### src/rtl/ysyx_22041412_mem_arbiter.sv
// Two-master memory arbiter: instruction fetch (IF) and load/store (MEM)
// share one downstream RAM port with at most one transaction in flight.
// MEM has priority, but IF is forced through after STARVE_MAX consecutive
// MEM wins while it waits. A pipeline flush discards an owned fetch response
// while still letting the downstream transaction run to completion.
module ysyx_22041412_mem_arbiter #(
    parameter int STARVE_MAX = 4
) (
    input  logic        clk,
    input  logic        rst,
    input  logic        if_req,
    input  logic [63:0] if_addr,
    input  logic        if_flush,
    output logic        if_gnt,
    output logic        if_rvalid,
    output logic [63:0] if_rdata,
    input  logic        mem_req,
    input  logic        mem_wen,
    input  logic [63:0] mem_addr,
    input  logic [63:0] mem_wdata,
    input  logic [7:0]  mem_wmask,
    output logic        mem_gnt,
    output logic        mem_rvalid,
    output logic [63:0] mem_rdata,
    output logic        ram_valid,
    input  logic        ram_ready,
    output logic        ram_wen,
    output logic [63:0] ram_addr,
    output logic [63:0] ram_wdata,
    output logic [7:0]  ram_wmask,
    input  logic        ram_rvalid,
    input  logic [63:0] ram_rdata,
    output logic        arb_busy
);

    localparam int CNT_W = (STARVE_MAX < 1) ? 1 : $clog2(STARVE_MAX + 1);
    localparam logic [CNT_W-1:0] CNT_MAX = CNT_W'(STARVE_MAX);

    typedef enum logic [1:0] {
        IDLE,
        ISSUE,
        WAIT,
        RESP
    } state_t;

    state_t state, state_next;

    logic             pick_if;
    logic             pick_mem;
    logic             owner_if;
    logic             drop;
    logic             if_gnt_r;
    logic             mem_gnt_r;
    logic [CNT_W-1:0] starve_cnt;

    logic             lat_wen;
    logic [63:0]      lat_addr;
    logic [63:0]      lat_wdata;
    logic [7:0]       lat_wmask;
    logic [63:0]      rdata_buf;

    // Saturating increment of the IF starvation counter.
    function automatic logic [CNT_W-1:0] sat_inc(input logic [CNT_W-1:0] cnt);
        if (cnt >= CNT_MAX) begin
            return CNT_MAX;
        end
        return cnt + 1'b1;
    endfunction

    // Next state and arbitration decision; a winner is only ever picked in IDLE.
    always_comb begin
        state_next = state;
        pick_if    = 1'b0;
        pick_mem   = 1'b0;
        case (state)
            IDLE: begin
                if (if_req && (!mem_req || starve_cnt == CNT_MAX)) begin
                    pick_if = 1'b1;
                end else if (mem_req) begin
                    pick_mem = 1'b1;
                end
                if (pick_if || pick_mem) begin
                    state_next = ISSUE;
                end
            end
            ISSUE:   if (ram_ready)  state_next = WAIT;
            WAIT:    if (ram_rvalid) state_next = RESP;
            RESP:    state_next = IDLE;
            default: state_next = IDLE;
        endcase
    end

    // State register.
    always_ff @(posedge clk) begin
        if (!rst) begin
            state <= IDLE;
        end else begin
            state <= state_next;
        end
    end

    // Control: grant pulses, owner, starvation counter and fetch drop flag.
    always_ff @(posedge clk) begin
        if (!rst) begin
            if_gnt_r   <= 1'b0;
            mem_gnt_r  <= 1'b0;
            owner_if   <= 1'b0;
            drop       <= 1'b0;
            starve_cnt <= '0;
        end else begin
            if_gnt_r  <= pick_if;
            mem_gnt_r <= pick_mem;
            if (state == IDLE) begin
                drop <= 1'b0;
                if (pick_if || pick_mem) begin
                    owner_if <= pick_if;
                end
                if (!if_req || pick_if) begin
                    starve_cnt <= '0;
                end else if (pick_mem) begin
                    starve_cnt <= sat_inc(starve_cnt);
                end
            end else if (owner_if && if_flush) begin
                drop <= 1'b1;
            end
        end
    end

    // Datapath: winner's payload latched on the grant edge, read data captured in WAIT.
    always_ff @(posedge clk) begin
        if (pick_if) begin
            lat_wen   <= 1'b0;
            lat_addr  <= if_addr;
            lat_wdata <= '0;
            lat_wmask <= '0;
        end else if (pick_mem) begin
            lat_wen   <= mem_wen;
            lat_addr  <= mem_addr;
            lat_wdata <= mem_wdata;
            lat_wmask <= mem_wmask;
        end
        if (state == WAIT && ram_rvalid) begin
            rdata_buf <= ram_rdata;
        end
    end

    assign arb_busy  = (state != IDLE);
    assign ram_valid = (state == ISSUE);
    assign ram_wen   = ram_valid & lat_wen;
    assign ram_addr  = ram_valid ? lat_addr  : '0;
    assign ram_wdata = ram_valid ? lat_wdata : '0;
    assign ram_wmask = ram_valid ? lat_wmask : '0;

    assign if_gnt  = if_gnt_r;
    assign mem_gnt = mem_gnt_r;

    // A flush in the response cycle itself also discards the fetch data.
    assign if_rvalid  = (state == RESP) && owner_if && !drop && !if_flush;
    assign mem_rvalid = (state == RESP) && !owner_if;
    assign if_rdata   = if_rvalid ? rdata_buf : '0;
    assign mem_rdata  = (mem_rvalid && !lat_wen) ? rdata_buf : '0;

endmodule

### config.mk
export PLATFORM = sky130hd
export DESIGN_NAME = ysyx_22041412_mem_arbiter
export DESIGN_NICKNAME = d
export VERILOG_FILES = /design/src/rtl/ysyx_22041412_mem_arbiter.sv
export SDC_FILE = /design/constraint.sdc
export NUM_CORES = 1
export LEC_CHECK = 0
export BUFFER_PORTS_ARGS = -buffer_cell sky130_fd_sc_hd__buf_2
export CAP_MARGIN = 30
export CORE_AREA = 3 3 210 212
export CTS_CLUSTER_SIZE = 24
export DETAILED_ROUTE_END_ITERATION = 6
export DIE_AREA = 0 0 213 215
export SYNTH_ARGS = -nofsm -noshare
export SYNTH_HDL_FRONTEND = slang
export SYNTH_SLANG_ARGS = --single-unit
### constraint.sdc
create_clock -name clk -period 3.6 [get_ports clk]
set_input_delay 0.18 -clock clk [delete_from_list [all_inputs] [get_ports clk]]
set_output_delay 0.18 -clock clk [all_outputs]
set_load 0.03 [all_outputs]
==> impl_metrics.yaml <==
outcome:
  status: "finished, final reports clean"
clock_tree:
  ctsLongestPathBuffers: 3
  postCtsResizedCells: 0
  post_cts_buffers: 0
  cts-root-buf: "clkbuf_16"
  h-tree-depth: 1
  clk_pin_slew_ns: 0.06
  insertion_delay_ns: 0.54
  cts_buffers: 26
  cts_hold_repair.buffers: 267
  clock_sinks: 210
  cts_tree: "built"
grt:
  grt_max_degree: 88
  grt_pass1_vias: 9145
  overflow: 0
  grt_pass1_wl_mm: 50.0
  grt.total_usage_pct: 13.9
  antenna_found_initial: 2
final_layout:
  drive_gt1_share_pct: 47.9
  syn2layout_area_growth_pct: 71.0
  final_cells: 2070
  final_nets: 1788
floorplanning:
  die_h_um: 215
  fp.coreArea_mm2: 0.0421
  row_count: 75
  start_util_pct: 22.3
  ios: 543
  die_x_um: 213
  dieArea_mm2: 0.0458
worst_setup_path:
  worstSetupStartpointType: "register"
  critPathSlowestCell: "dlygate4sd3_1"
  crit_path_max_incr_delay_ns: 0.58
  cp.required_ns: 3.87
  critPathCaptureType: "register"
  worstPathMaxFanout: 87
  crit_chain: "inv_1, ha_1, nand2_1, a21o_4, buf_12, mux2_2, dlygate4sd3_1"
  crit_type: "register to register"
  critPathArrivalTime_ns: 3.29
synth:
  synth_nets: 1005
  synthArstFlopShare_pct: 0
  yosysSeqAreaShare_pct: 58.3
  ys_dominant_reg_cell: "edfxtp_1"
  synthCells: 726
  synth_enable_flop_cells: 128
  synthesis.area_mm2: 0.00941
  syn_area_per_cell_um2: 13.0
  ys_ff_latch: 210
  ys_warn_count: 0
  synthDistinctLibCells: 28
detailed_routing:
  vias_per_cell: 4.21
  drt_iter0_drc: 329
  vias: 8708
  wl_mm: 34.0
  wl_per_cell_um: 16.4
  ant_nets: 0
  dr.pass1.iters: 4
  drc: 0
timing:
  fin_skew_ns: 0.00899
  fin_tns_setup_ns: 0
  fin_crit_sh_pct: 83.7
  rsz0062_at_grt: "no"
  hold_viol_final: 0
  finalSetupViolCount: 0
  fin_crit_ns: 3.01
  slew_violations: 0
  slew_headroom_pct: 32.3
  worst_pin_slew_ns: 1.01
  fmax_mhz: 332
placed_design:
  gp_congestion: 0.744
  placed_cells: 1753
  io_buffers: 542
  dp_hpwl_mm: 22.6
power_and_ir_drop:
  p_leak_nw: 7.54
  vdd_drop_max_v: 0.000507
  power.density_mw_per_mm2: 669
job:
  drv_cap: 0
worst_hold_path:
  hold_class: "input pin to register"
## kinds of logic (layout without fill, tap and decap cells)
family | count (synthesis) | count (layout) | synth area share (%)
simple gates | 291 | 291 | 19.1
mux | 66 | 66 | 8.83
compound gates | 82 | 82 | 9.33
fa+ha+maj | 7 | 7 | 0.931
buf+inv | 70 | 872 | 3.55
other cells | 0 | 3 | 0
flops | 210 | 210 | 58.3
## where the power goes
group / internal (W) / total, W / switching, W
clock: 0.00138 / 0.00239 / 0.00101
sequential: 0.00347 / 0.00380 / 0.000331
combinational: 0.00186 / 0.00458 / 0.00272
total: 0.00671 / 0.0108 / 0.00406
## cell usage in the layout (no fill, tap or decap), types with 3 or more instances in the layout
cell type	instances
clkbuf_16	27
nand2_1	8
mux2_2	40
clkbuf_1	10
buf_12	3
diode_2	3
clkinvlp_4	4
o221a_2	73
buf_2	542
dlygate4sd3_1	267
mux2_4	24
edfxtp_1	128
a21oi_1	4
and2_1	265
clkinv_2	4
buf_4	6
inv_1	7
dfxtp_1	82
nand3_1	3
ha_1	6
## routing by layer
layer,global-route usage (%),routed length [um]
met5,0,13
met4,6.23,1430
met3,3.81,2760
met2,26.0,17400
met1,14.1,12400
## Yosys cell counts, drive strengths merged (3+ instances only)
| master | number | area share, % |
|---|---|---|
| dfxtp | 82 | 17 |
| mux2 | 64 | 8.6 |
| buf | 32 | 2.0 |
| edfxtp | 128 | 41 |
| o221a | 73 | 8.7 |
| and2 | 267 | 18 |
| clkbuf | 31 | 1.2 |
| inv | 7 | 0.28 |
| ha | 7 | 0.93 |
| nor2b | 3 | 0.20 |
| nand3 | 3 | 0.16 |
| a21oi | 4 | 0.21 |
| nand2 | 10 | 0.40 |
## through the flow
stage          power, W  setup WS [ns]  utilization [%]  cell area, um2  hold WS, ns
6_report         0.0108          0.586             38.2           16100       0.0864
3_5_place_dp    0.00809           1.15             30.0           12600        0.358
5_1_grt          0.0114          0.482             38.2           16100       0.0945
3_3_place_gp    0.00802           1.23             30.0           12600        0.358
2_1_floorplan   0.00678          0.446                -            9410        0.279
4_1_cts          0.0109          0.609             38.2           16100       0.0535
## worst max-delay path, delay by kind of cell, from the launching register on
| family | cells | cell delay [ns] |
|---|---|---|
| flops | 1 | 0.42 |
| mux | 1 | 0.41 |
| compound gates | 1 | 0.28 |
| buf+inv | 3 | 1.06 |
| fa+ha+maj | 1 | 0.31 |
| simple gates | 1 | 0.11 |
## layout make-up
cell class / count / area (um2)
Clock buffer: 37 / 713
Timing Repair Buffer: 818 / 5490
Multi-Input combinational cell: 446 / 3630
Inverter: 7 / 26.3
Antenna cell: 3 / 7.51
Fill cell: 4006 / 26000
Clock inverter: 10 / 65.1
Sequential cell: 210 / 5490
Tap cell: 539 / 674
## worst paths after layout
kind            startpoint            end  slack [ns]  cells past startpoint
max               state[0]   lat_addr[24]        0.59                      7
min                 if_req        mem_gnt        0.09                      3
max reg2reg       state[0]   lat_addr[24]        0.59                      7
min reg2reg  starve_cnt[0]  starve_cnt[0]        0.48                      2
## flip-flops by register name (all words and copies together), names as in the netlist
| name | flops |
|---|---|
| mem_gnt | 1 |
| lat_wdata | 64 |
| starve_cnt | 3 |
| lat_addr | 64 |
| rdata_buf | 64 |
| state | 2 |
| lat_wen | 1 |
| lat_wmask | 8 |
| if_gnt | 1 |
| drop | 1 |
| owner_if | 1 |
Power figures use the tool's default switching activity.
